$ cat src/rtl/pipe_hazard_ctrl.sv
// Stall/flush controller for a 5-stage MIPS pipeline: load-use bubbles, MEM-stage branch flushes,
// and freezes during multi-cycle data-memory accesses. Perf counters are built only with HAZARD_PERF_CNT_EN.
module pipe_hazard_ctrl #(
  parameter int R   = 5,
  parameter int TW  = 4,
  parameter int TMO = 12
) (
  input  logic         clk,
  input  logic         rst_n,
  input  logic [R-1:0] id_rs,
  input  logic [R-1:0] id_rt,
  input  logic [R-1:0] ex_rt,
  input  logic         ex_MemRead,
  input  logic         mem_Branch,
  input  logic         mem_zero,
  input  logic         mem_MemRead,
  input  logic         mem_MemWrite,
  input  logic         dmem_ready,
  output logic         dmem_req,
  output logic         pc_write,
  output logic         ifid_write,
  output logic         idex_write,
  output logic         exmem_write,
  output logic         ifid_flush,
  output logic         idex_flush,
  output logic         exmem_flush,
  output logic         pc_src,
  output logic         mem_err,
  output logic [31:0]  stall_cycles,
  output logic [31:0]  flush_count
);

  typedef enum logic {RUN, MEM_WAIT} state_t;

  state_t        state, state_nxt;
  logic [TW-1:0] wait_cnt, wait_cnt_nxt;
  logic          mem_err_q;
  logic          tmo_hit;
  logic          apply_run;
  logic          mem_acc, br_taken, load_use;

  assign mem_acc  = mem_MemRead | mem_MemWrite;
  assign br_taken = mem_Branch & mem_zero;
  assign load_use = ex_MemRead & (ex_rt != '0) & ((ex_rt == id_rs) | (ex_rt == id_rt));

  // The flag is visible in the timeout cycle itself and held afterwards.
  assign mem_err = mem_err_q | tmo_hit;

  always_ff @(posedge clk or negedge rst_n) begin
    if (!rst_n) begin
      state     <= RUN;
      wait_cnt  <= '0;
      mem_err_q <= 1'b0;
    end else begin
      // NOTE: registered state uses non-blocking assignments so every flop samples pre-edge values.
      state    <= state_nxt;
      wait_cnt <= wait_cnt_nxt;
      if (tmo_hit) mem_err_q <= 1'b1;
    end
  end

  always_comb begin
    // NOTE: every output of this block gets a default first, so no path leaves a latch behind.
    state_nxt    = state;
    wait_cnt_nxt = wait_cnt;
    tmo_hit      = 1'b0;
    apply_run    = 1'b0;
    dmem_req     = 1'b0;
    pc_write     = 1'b0;
    ifid_write   = 1'b0;
    idex_write   = 1'b0;
    exmem_write  = 1'b0;
    ifid_flush   = 1'b0;
    idex_flush   = 1'b0;
    exmem_flush  = 1'b0;
    pc_src       = 1'b0;

    if (rst_n) begin
      unique case (state)
        RUN: begin
          dmem_req = mem_acc;
          if (mem_acc & ~dmem_ready) begin
            state_nxt    = MEM_WAIT;
            wait_cnt_nxt = TW'(1);
          end else begin
            apply_run = 1'b1;
          end
        end
        MEM_WAIT: begin
          dmem_req = 1'b1;
          if (dmem_ready) begin
            state_nxt = RUN;
            apply_run = 1'b1;
          end else if (wait_cnt == TW'(TMO)) begin
            // Abort: release the pipe and drop the stuck access as a bubble.
            tmo_hit     = 1'b1;
            state_nxt   = RUN;
            pc_write    = 1'b1;
            ifid_write  = 1'b1;
            idex_write  = 1'b1;
            exmem_write = 1'b1;
            exmem_flush = 1'b1;
          end else begin
            wait_cnt_nxt = wait_cnt + TW'(1);
          end
        end
        default: state_nxt = RUN;
      endcase

      if (apply_run) begin
        pc_write    = 1'b1;
        ifid_write  = 1'b1;
        idex_write  = 1'b1;
        exmem_write = 1'b1;
        if (br_taken) begin
          pc_src      = 1'b1;
          ifid_flush  = 1'b1;
          idex_flush  = 1'b1;
          exmem_flush = 1'b1;
        end else if (load_use) begin
          pc_write   = 1'b0;
          ifid_write = 1'b0;
          idex_flush = 1'b1;
        end
      end
    end
  end

`ifdef HAZARD_PERF_CNT_EN
  logic [31:0] stall_q, flush_q;

  always_ff @(posedge clk or negedge rst_n) begin
    if (!rst_n) begin
      stall_q <= '0;
      flush_q <= '0;
    end else begin
      if (!pc_write) stall_q <= stall_q + 32'd1;
      if (pc_src)    flush_q <= flush_q + 32'd1;
    end
  end

  assign stall_cycles = stall_q;
  assign flush_count  = flush_q;
`else
  assign stall_cycles = '0;
  assign flush_count  = '0;
`endif

endmodule

$ cat config.mk
export PLATFORM = sky130hd
export DESIGN_NAME = pipe_hazard_ctrl
export DESIGN_NICKNAME = d
export VERILOG_FILES = /design/src/rtl/pipe_hazard_ctrl.sv
export SDC_FILE = /design/constraint.sdc
export NUM_CORES = 1
export LEC_CHECK = 0
export ABC_AREA = 1
export CAP_MARGIN = 20
export CORE_MARGIN = 2
export CORE_UTILIZATION = 32
export DETAILED_ROUTE_END_ITERATION = 8
export PLACE_DENSITY_LB_ADDON = 0.15
export SLEW_MARGIN = 20
export SYNTH_ARGS = -nofsm -noshare
export SYNTH_HDL_FRONTEND = slang
export SYNTH_SLANG_ARGS = --single-unit
$ cat constraint.sdc
create_clock -name clk -period 1.8 [get_ports clk]
set_input_delay 0.45 -clock clk [delete_from_list [all_inputs] [get_ports clk]]
set_output_delay 0.45 -clock clk [all_outputs]
set_load 0.01 [all_outputs]
==> metrics.txt, run 1 <==
# TYPE chip_impl_metric gauge
chip_impl_metric{name="crit_arrival",unit="ns"} 1.57
chip_impl_metric{name="syn_to_final_growth",unit="%"} 30.1
chip_impl_metric{name="drt-total-wl",unit="mm"} 1.96
chip_impl_metric{name="finish.net_count",unit=""} 245
chip_impl_info{name="mostFrequentLayoutCell",value="sky130_fd_sc_hd__conb_1"} 1
chip_impl_metric{name="setup.reg_to_reg.worst_slack",unit="ns"} 0.38
chip_impl_metric{name="ir_drop",unit="mV"} 0.154
chip_impl_metric{name="port-buffer-count",unit=""} 32
chip_impl_metric{name="post_synth_instance_area",unit="sq mm"} 0.00110
chip_impl_metric{name="route.vias.total",unit=""} 922
chip_impl_info{name="rsz_0062_raised_after_global_routing",value="yes"} 1
chip_impl_metric{name="synth_seq_cells",unit=""} 6
chip_impl_metric{name="power.clock.fraction",unit="%"} 18.6
chip_impl_metric{name="grt.met3_usage",unit="%"} 1.44
chip_impl_metric{name="dieArea",unit="sq mm"} 0.00394
chip_impl_info{name="run_status",value="finished, violations left"} 1
chip_impl_metric{name="yosysUniqueCellTypes",unit=""} 21
chip_impl_metric{name="powerDensity",unit="mW/mm^2"} 477
chip_impl_metric{name="fmax",unit="GHz"} 0.496
chip_impl_metric{name="timing_max_transition_violations_final",unit=""} 0
chip_impl_metric{name="synth.avg_cell_area",unit="sq um"} 6.54
chip_impl_metric{name="clock_sinks",unit=""} 6
chip_impl_metric{name="finalCritPeriodShare",unit="%"} 112
chip_impl_info{name="source_of_the_critical_timing_path",value="wait_cnt[0]$_DFFE_PN0P_"} 1
chip_impl_metric{name="initial_utilization",unit="%"} 33.1
chip_impl_metric{name="crit_required",unit="ns"} 1.35
chip_impl_metric{name="num_antenna_cells",unit=""} 0
chip_impl_metric{name="worst_clock_skew",unit="ns"} 0.00589
chip_impl_metric{name="grtUsageMet2",unit="%"} 15.6
chip_impl_metric{name="final_hold_viol_count",unit=""} 0
chip_impl_metric{name="fp-row-count",unit=""} 21
chip_impl_metric{name="report.power.total",unit="mW"} 0.685
chip_impl_metric{name="p_int",unit="mW"} 0.410
chip_impl_info{name="violations",value="negative setup slack"} 1
chip_impl_info{name="hold_path_class",value="primary input to asynchronous set/reset pin"} 1
chip_impl_metric{name="grt_max_degree",unit=""} 10
chip_impl_metric{name="detailedPlace.worstSlack",unit="ns"} -0.781
chip_impl_metric{name="final_setup_margin",unit="ns"} -0.215
chip_impl_metric{name="holdWs",unit="ns"} 0.288
chip_impl_metric{name="drt_pass_1_iters",unit=""} 2
chip_impl_metric{name="first_global_vias",unit=""} 714
chip_impl_metric{name="first_iter_violations",unit=""} 33
chip_impl_metric{name="final_area",unit="sq mm"} 0.00144
chip_impl_metric{name="post_syn_instances",unit=""} 169
chip_impl_metric{name="grtUsageTotal",unit="%"} 9.29
chip_impl_metric{name="clock_latency",unit="ns"} 0.25
chip_impl_info{name="global_route.peak_usage_layer",value="met2"} 1
chip_impl_metric{name="finalCriticalPeriod",unit="ns"} 2.02
chip_impl_info{name="start_kind",value="flop"} 1
chip_impl_metric{name="clk_pin_slew_worst_paths",unit="ns"} 0.05
chip_impl_metric{name="seqPwrFrac",unit="%"} 25.4
chip_impl_metric{name="grt_util_met1",unit="%"} 11.7
chip_impl_metric{name="sw_frac_of_total",unit="%"} 40.1
chip_impl_metric{name="height_of_the_die",unit="um"} 62.8
chip_impl_info{name="setup.worst_path.class",value="flop to output port"} 1
chip_impl_metric{name="route.detailed.drc",unit=""} 0
chip_impl_metric{name="synth_seq_area_share",unit="%"} 13.6
chip_impl_metric{name="cts_max_path_buffers",unit=""} 2
chip_impl_metric{name="ant_nets",unit=""} 0
chip_impl_metric{name="grt_pass1_wl",unit="mm"} 3.01
chip_impl_metric{name="core_area",unit="sq mm"} 0.00334
chip_impl_metric{name="setup_viol_count_final",unit=""} 6
chip_impl_info{name="r2r-end",value="state$_DFFE_PN0P_"} 1
chip_impl_metric{name="cts-buffers-inserted",unit=""} 3
chip_impl_metric{name="place.gp.congestion",unit=""} 0.803
chip_impl_metric{name="die_w",unit="um"} 62.8
chip_impl_metric{name="route.detailed.vias_per_inst",unit=""} 3.49
chip_impl_metric{name="detail_route.wl_per_cell",unit="um"} 7.41
chip_impl_metric{name="antenna_found_initial",unit=""} 0
chip_impl_metric{name="layout-drive-gt1-share",unit="%"} 33.0
chip_impl_metric{name="tns",unit="ns"} -1.06
chip_impl_metric{name="static-leakage-power",unit="nW"} 0.889
chip_impl_metric{name="ys_warn_count",unit=""} 0
chip_impl_metric{name="cts.htree.levels",unit=""} 1
chip_impl_info{name="timing.rr.start",value="wait_cnt[0]$_DFFE_PN0P_"} 1
chip_impl_metric{name="dp_hpwl",unit="mm"} 1.68
chip_impl_metric{name="maximum_capacitance_violations",unit=""} 0
chip_impl_metric{name="timing.reg2reg.worst_path_depth",unit=""} 8
chip_impl_metric{name="placement.cell_area",unit="sq mm"} 0.00131
chip_impl_metric{name="crit_path_max_fanout",unit=""} 3
chip_impl_metric{name="p_comb_share",unit="%"} 55.9
chip_impl_info{name="worst_setup_path_end_kind",value="output port"} 1
chip_impl_metric{name="pin_count",unit=""} 97
chip_impl_metric{name="global_route.overflow_total",unit=""} 0
chip_impl_info{name="tritoncts",value="yes"} 1
chip_impl_info{name="layout.cells.most_common_list",value="64 x sky130_fd_sc_hd__conb_1, 30 x sky130_fd_sc_hd__nand2_1, 16 x sky130_fd_sc_hd__buf_6, 15 x sky130_fd_sc_hd__inv_1, 15 x sky130_fd_sc_hd__buf_4"} 1
chip_impl_metric{name="netSwitchingPower",unit="mW"} 0.275
chip_impl_info{name="cts_root_buffer",value="sky130_fd_sc_hd__clkbuf_4"} 1
[per-stage QoR]
stage / cells / util (%)
global placement: 255 / 39.3
detailed placement: 255 / 39.3
finish: 264 / 43.1
global route: 264 / 43.1
floorplan: 232 / -
CTS: 260 / 39.9
[how the worst max path moves through the flow]
| stage | endpoint | slack (ns) | cells after the start |
|---|---|---|---|
| final | mem_err | -0.22 | 8 |
| after global routing | mem_err | -0.29 | 8 |
| after CTS | pc_write | -0.20 | 9 |
| after detailed placement | idex_flush | -0.78 | 10 |
| after global placement | idex_flush | -0.80 | 10 |
| after floorplan | pc_write | 0.01 | 9 |
[cell usage after synthesis]
| master | count | area [sq um] |
|---|---|---|
| sky130_fd_sc_hd__a31o_2 | 1 | 8.76 |
| sky130_fd_sc_hd__o21ai_2 | 1 | 8.76 |
| sky130_fd_sc_hd__ha_1 | 2 | 25.0 |
| sky130_fd_sc_hd__conb_1 | 1 | 3.75 |
| sky130_fd_sc_hd__inv_2 | 1 | 3.75 |
| sky130_fd_sc_hd__xnor2_1 | 2 | 17.5 |
| sky130_fd_sc_hd__nor2_1 | 8 | 30.0 |
| sky130_fd_sc_hd__o21ai_1 | 3 | 15.0 |
| sky130_fd_sc_hd__nor2_2 | 1 | 6.26 |
| sky130_fd_sc_hd__nand4_1 | 2 | 12.5 |
| sky130_fd_sc_hd__inv_1 | 20 | 75.1 |
| sky130_fd_sc_hd__dfrtp_1 | 6 | 150 |
| sky130_fd_sc_hd__a21oi_1 | 2 | 10.0 |
| sky130_fd_sc_hd__nor3_4 | 1 | 16.3 |
| sky130_fd_sc_hd__nand2_1 | 37 | 139 |
| sky130_fd_sc_hd__nand2_2 | 3 | 18.8 |
| sky130_fd_sc_hd__buf_4 | 67 | 503 |
| sky130_fd_sc_hd__o21ai_0 | 3 | 15.0 |
| sky130_fd_sc_hd__nand3_1 | 6 | 30.0 |
| sky130_fd_sc_hd__xor2_1 | 1 | 8.76 |
| sky130_fd_sc_hd__a21boi_0 | 1 | 7.51 |
[logic make-up (layout without fill, tap and decap cells)]
logic type | count (synthesis) | count (layout) | share of synthesized area (%)
AO/OA/AOI/OAI | 11 | 11 | 5.89
buffers and inverters | 88 | 74 | 52.7
XOR/XNOR | 3 | 3 | 2.38
AND/OR/NAND/NOR | 58 | 58 | 22.9
other | 1 | 64 | 0.339
adder cells (fa/ha/maj) | 2 | 2 | 2.26
flip-flops | 6 | 6 | 13.6
[state kept, by name (all words and copies together), names as in the netlist]
| name | cells |
|---|---|
| wait_cnt | 4 |
| state | 1 |
| mem_err_q | 1 |
[final cells by class]
cell class,count,area (sq um)
Tap cell,46,57.6
Clock buffer,3,22.5
Timing Repair Buffer,50,455
Sequential cell,6,150
Inverter,21,83.8
Multi-Input combinational cell,138,668
Fill cell,382,1900
[what timing repair did]
action / in CTS / in global routing
endpoints found under the setup margin: 10 / 10
pin swaps: 12 / 31
hold buffers: 0 / 0
setup buffers: 2 / 4
gates resized for setup: 69 / 76
[critical path: stages, from the launching register on]
cell and delay, ns:
sky130_fd_sc_hd__dfrtp_1 0.37, sky130_fd_sc_hd__inv_1 0.06, sky130_fd_sc_hd__ha_2 0.16, sky130_fd_sc_hd__nand3_2 0.09
sky130_fd_sc_hd__nor3_4 0.20, sky130_fd_sc_hd__nand2_2 0.11, sky130_fd_sc_hd__buf_4 0.15, sky130_fd_sc_hd__nand2_1 0.05
sky130_fd_sc_hd__buf_2 0.12
[power groups by stage]
stage          Combinational (mW)  Sequential, mW  Clock [mW]
2_1_floorplan               0.282           0.192           0
3_3_place_gp                0.351           0.176           0
3_5_place_dp                0.349           0.176           0
4_1_cts                     0.347           0.175       0.130
5_1_grt                     0.431           0.178       0.135
6_report                    0.383           0.174       0.128
[routing by layer]
| metal | wire length [um] | vias up |
|---|---|---|
| li1 | - | 481 |
| met4 | 25 | 0 |
| met3 | 161 | 3 |
| met1 | 778 | 393 |
| met5 | 0 | - |
| met2 | 991 | 45 |
Power figures use the tool's default switching activity.
==> run 2: changes to the inputs <==
--- a/config.mk
+++ b/config.mk
@@ -11,7 +11,7 @@
 export CORE_UTILIZATION = 32
 export DETAILED_ROUTE_END_ITERATION = 8
 export PLACE_DENSITY_LB_ADDON = 0.15
-export SLEW_MARGIN = 20
+export SLEW_MARGIN = 25
 export SYNTH_ARGS = -nofsm -noshare
 export SYNTH_HDL_FRONTEND = slang
 export SYNTH_SLANG_ARGS = --single-unit
==> results of run 2 <==
No change in the layout: final DEF, timing and power equal those of run 1.
==> run 3: changes to the inputs <==
==> constraint.sdc (replaced) <==
create_clock -name clk -period 1.8 [get_ports clk]
set_input_delay 0.36 -clock clk [delete_from_list [all_inputs] [get_ports clk]]
set_output_delay 0.36 -clock clk [all_outputs]
set_load 0.01 [all_outputs]
==> metrics.txt, run 3 (synthesized netlist as in run 1, its figures left out) <==
# TYPE chip_impl_metric gauge
chip_impl_metric{name="syn_to_final_growth",unit="%"} 28.9
chip_impl_metric{name="timing_max_transition_violations_final",unit=""} 0
chip_impl_metric{name="dieArea",unit="sq mm"} 0.00394
chip_impl_metric{name="route.detailed.vias_per_inst",unit=""} 3.52
chip_impl_info{name="hold_path_class",value="flop to flop"} 1
chip_impl_info{name="tritoncts",value="yes"} 1
chip_impl_metric{name="finish.net_count",unit=""} 244
chip_impl_metric{name="post_layout_nonfiller_instances",unit=""} 263
chip_impl_metric{name="core_area",unit="sq mm"} 0.00334
chip_impl_metric{name="grtUsageTotal",unit="%"} 9.64
chip_impl_metric{name="hold_bufs_at_cts",unit=""} 0
chip_impl_info{name="violations",value="negative setup slack"} 1
chip_impl_metric{name="die_w",unit="um"} 62.8
chip_impl_metric{name="finalCriticalPeriod",unit="ns"} 1.85
chip_impl_metric{name="fp-row-count",unit=""} 21
chip_impl_metric{name="dp_hpwl",unit="mm"} 1.73
chip_impl_info{name="setup.worst_path.class",value="flop to output port"} 1
chip_impl_metric{name="clk_pin_slew_worst_paths",unit="ns"} 0.04
chip_impl_metric{name="p_int",unit="mW"} 0.424
chip_impl_metric{name="height_of_the_die",unit="um"} 62.8
chip_impl_metric{name="drt_pass_1_iters",unit=""} 4
chip_impl_metric{name="route.detailed.drc",unit=""} 0
chip_impl_metric{name="tns",unit="ns"} -0.224
chip_impl_metric{name="netSwitchingPower",unit="mW"} 0.275
chip_impl_metric{name="cts-buffers-inserted",unit=""} 3
chip_impl_metric{name="finalCritPeriodShare",unit="%"} 103
chip_impl_info{name="largest_registers",value="wait_cnt x4, mem_err_q x1, state x1"} 1
chip_impl_metric{name="initial_utilization",unit="%"} 33.1
chip_impl_metric{name="port-buffer-count",unit=""} 32
chip_impl_metric{name="num_antenna_cells",unit=""} 0
chip_impl_metric{name="nFillCells",unit=""} 389
chip_impl_metric{name="maximum_capacitance_violations",unit=""} 0
chip_impl_info{name="worst_setup_path_end_kind",value="output port"} 1
chip_impl_metric{name="global_route.overflow_total",unit=""} 0
chip_impl_metric{name="cts.htree.levels",unit=""} 1
chip_impl_metric{name="place.gp.congestion",unit=""} 0.762
chip_impl_metric{name="detail_route.wl_per_cell",unit="um"} 7.83
chip_impl_metric{name="powerDensity",unit="mW/mm^2"} 491
chip_impl_metric{name="crit_required",unit="ns"} 1.44
chip_impl_info{name="rsz_0062_raised_after_global_routing",value="yes"} 1
chip_impl_info{name="layout.cells.most_common_list",value="64 x sky130_fd_sc_hd__conb_1, 32 x sky130_fd_sc_hd__nand2_1, 18 x sky130_fd_sc_hd__inv_1, 17 x sky130_fd_sc_hd__buf_4, 13 x sky130_fd_sc_hd__dlymetal6s2s_1"} 1
chip_impl_metric{name="crit_arrival",unit="ns"} 1.49
chip_impl_info{name="mostFrequentLayoutCell",value="sky130_fd_sc_hd__conb_1"} 1
chip_impl_metric{name="power.clock.fraction",unit="%"} 17.6
chip_impl_metric{name="p_comb_share",unit="%"} 57.4
chip_impl_metric{name="ir_drop",unit="mV"} 0.118
chip_impl_metric{name="antenna_found_initial",unit=""} 0
chip_impl_metric{name="fmax",unit="GHz"} 0.542
chip_impl_metric{name="layout-drive-gt1-share",unit="%"} 24.9
chip_impl_metric{name="seqPwrFrac",unit="%"} 25.0
chip_impl_metric{name="clock_latency",unit="ns"} 0.24
chip_impl_info{name="start_kind",value="flop"} 1
chip_impl_metric{name="placed_cells",unit=""} 256
chip_impl_metric{name="final_hold_viol_count",unit=""} 0
chip_impl_metric{name="largest_reg_flops",unit=""} 4
chip_impl_metric{name="worst_clock_skew",unit="ns"} 0.00201
chip_impl_metric{name="final_setup_margin",unit="ns"} -0.0462
chip_impl_metric{name="multiInputGateArea",unit="sq um"} 656
chip_impl_metric{name="grt_max_degree",unit=""} 10
chip_impl_info{name="cts_root_buffer",value="sky130_fd_sc_hd__clkbuf_4"} 1
chip_impl_metric{name="pin_count",unit=""} 97
chip_impl_metric{name="detailedPlace.worstSlack",unit="ns"} -0.614
chip_impl_metric{name="crit_path_max_fanout",unit=""} 3
chip_impl_metric{name="static-leakage-power",unit="nW"} 0.934
chip_impl_metric{name="clock_sinks",unit=""} 6
chip_impl_metric{name="ant_nets",unit=""} 0
chip_impl_metric{name="first_iter_violations",unit=""} 17
chip_impl_metric{name="route.vias.total",unit=""} 927
chip_impl_metric{name="grt_pass1_wl",unit="mm"} 3.08
chip_impl_info{name="top_register",value="wait_cnt"} 1
chip_impl_metric{name="first_global_vias",unit=""} 760
chip_impl_info{name="run_status",value="finished, violations left"} 1
chip_impl_metric{name="drt-total-wl",unit="mm"} 2.06
chip_impl_metric{name="sw_frac_of_total",unit="%"} 39.4
chip_impl_metric{name="utilization",unit="%"} 42.7
chip_impl_metric{name="setup_viol_count_final",unit=""} 6
chip_impl_metric{name="cts_max_path_buffers",unit=""} 2
chip_impl_metric{name="register_area",unit="sq um"} 150
==> run 3: stage by stage <==
stage               total power, mW  area, sq um  hold slack (ns)
floorplan                     0.473         1340           0.0644
global placement              0.525         1310            0.438
detailed placement            0.526         1310            0.443
CTS                           0.673         1340            0.460
global route                  0.759         1420            0.482
finish                        0.699         1420            0.463
==> run 3: timing repair <==
action,in CTS,in global routing
buffers inserted,1,3
pin swaps,5,16
gates cloned,0,0
hold endpoints to repair,0,0
setup endpoints to repair,10,10
gates resized for setup,54,32
==> run 3: final cells by class <==
class                   instances  area share, %
multi-input cells             138           46.0
repair buffers                 49           32.2
flip-flops and latches          6           10.5
clock buffers                   3           1.58
well taps                      46           4.04
inverters                      21           5.54
==> run 3: per-layer routing <==
metal | vias to the layer above | share of wire (%) | wire length [um] | track usage, %
met4 | 0 | 0.87 | 18 | 5.00
li1 | 478 | - | - | -
met1 | 401 | 40 | 824 | 11.3
met2 | 46 | 51 | 1050 | 16.9
met3 | 2 | 8.1 | 166 | 1.44
met5 | - | 0 | 0 | 0
==> run 3: path summary, 6_finish.rpt <==
| kind | startpoint | end | slack, ns | depth (start not counted) |
|---|---|---|---|---|
| worst max-delay path | wait_cnt[1]$_DFFE_PN0P_ | mem_err | -0.05 | 8 |
| worst min-delay path | mem_err_q$_DFFE_PN0P_ | mem_err_q$_DFFE_PN0P_ | 0.46 | 2 |
| worst max register to register | wait_cnt[0]$_DFFE_PN0P_ | wait_cnt[2]$_DFFE_PN0P_ | 0.44 | 7 |
| worst min register to register | mem_err_q$_DFFE_PN0P_ | mem_err_q$_DFFE_PN0P_ | 0.46 | 2 |
| min in group asynchronous | rst_n | state$_DFFE_PN0P_ | 0.67 | 3 |
| max in group asynchronous | rst_n | wait_cnt[1]$_DFFE_PN0P_ | 1.00 | 3 |
==> run 3: power groups by stage <==
| stage | combinational [mW] | clock (mW) | sequential (mW) |
|---|---|---|---|
| global placement | 0.350 | 0 | 0.176 |
| floorplan | 0.281 | 0 | 0.192 |
| finish | 0.401 | 0.123 | 0.175 |
| global route | 0.444 | 0.138 | 0.177 |
| CTS | 0.370 | 0.129 | 0.175 |
| detailed placement | 0.350 | 0 | 0.176 |
==> run 3: worst max-delay path: stages, from the launching register on <==
cell	delay, ns
sky130_fd_sc_hd__dfrtp_1	0.37
sky130_fd_sc_hd__inv_1	0.06
sky130_fd_sc_hd__ha_2	0.16
sky130_fd_sc_hd__nand3_2	0.09
sky130_fd_sc_hd__nor3_4	0.15
sky130_fd_sc_hd__nand2_2	0.10
sky130_fd_sc_hd__buf_4	0.15
sky130_fd_sc_hd__nand2_1	0.04
sky130_fd_sc_hd__buf_2	0.12
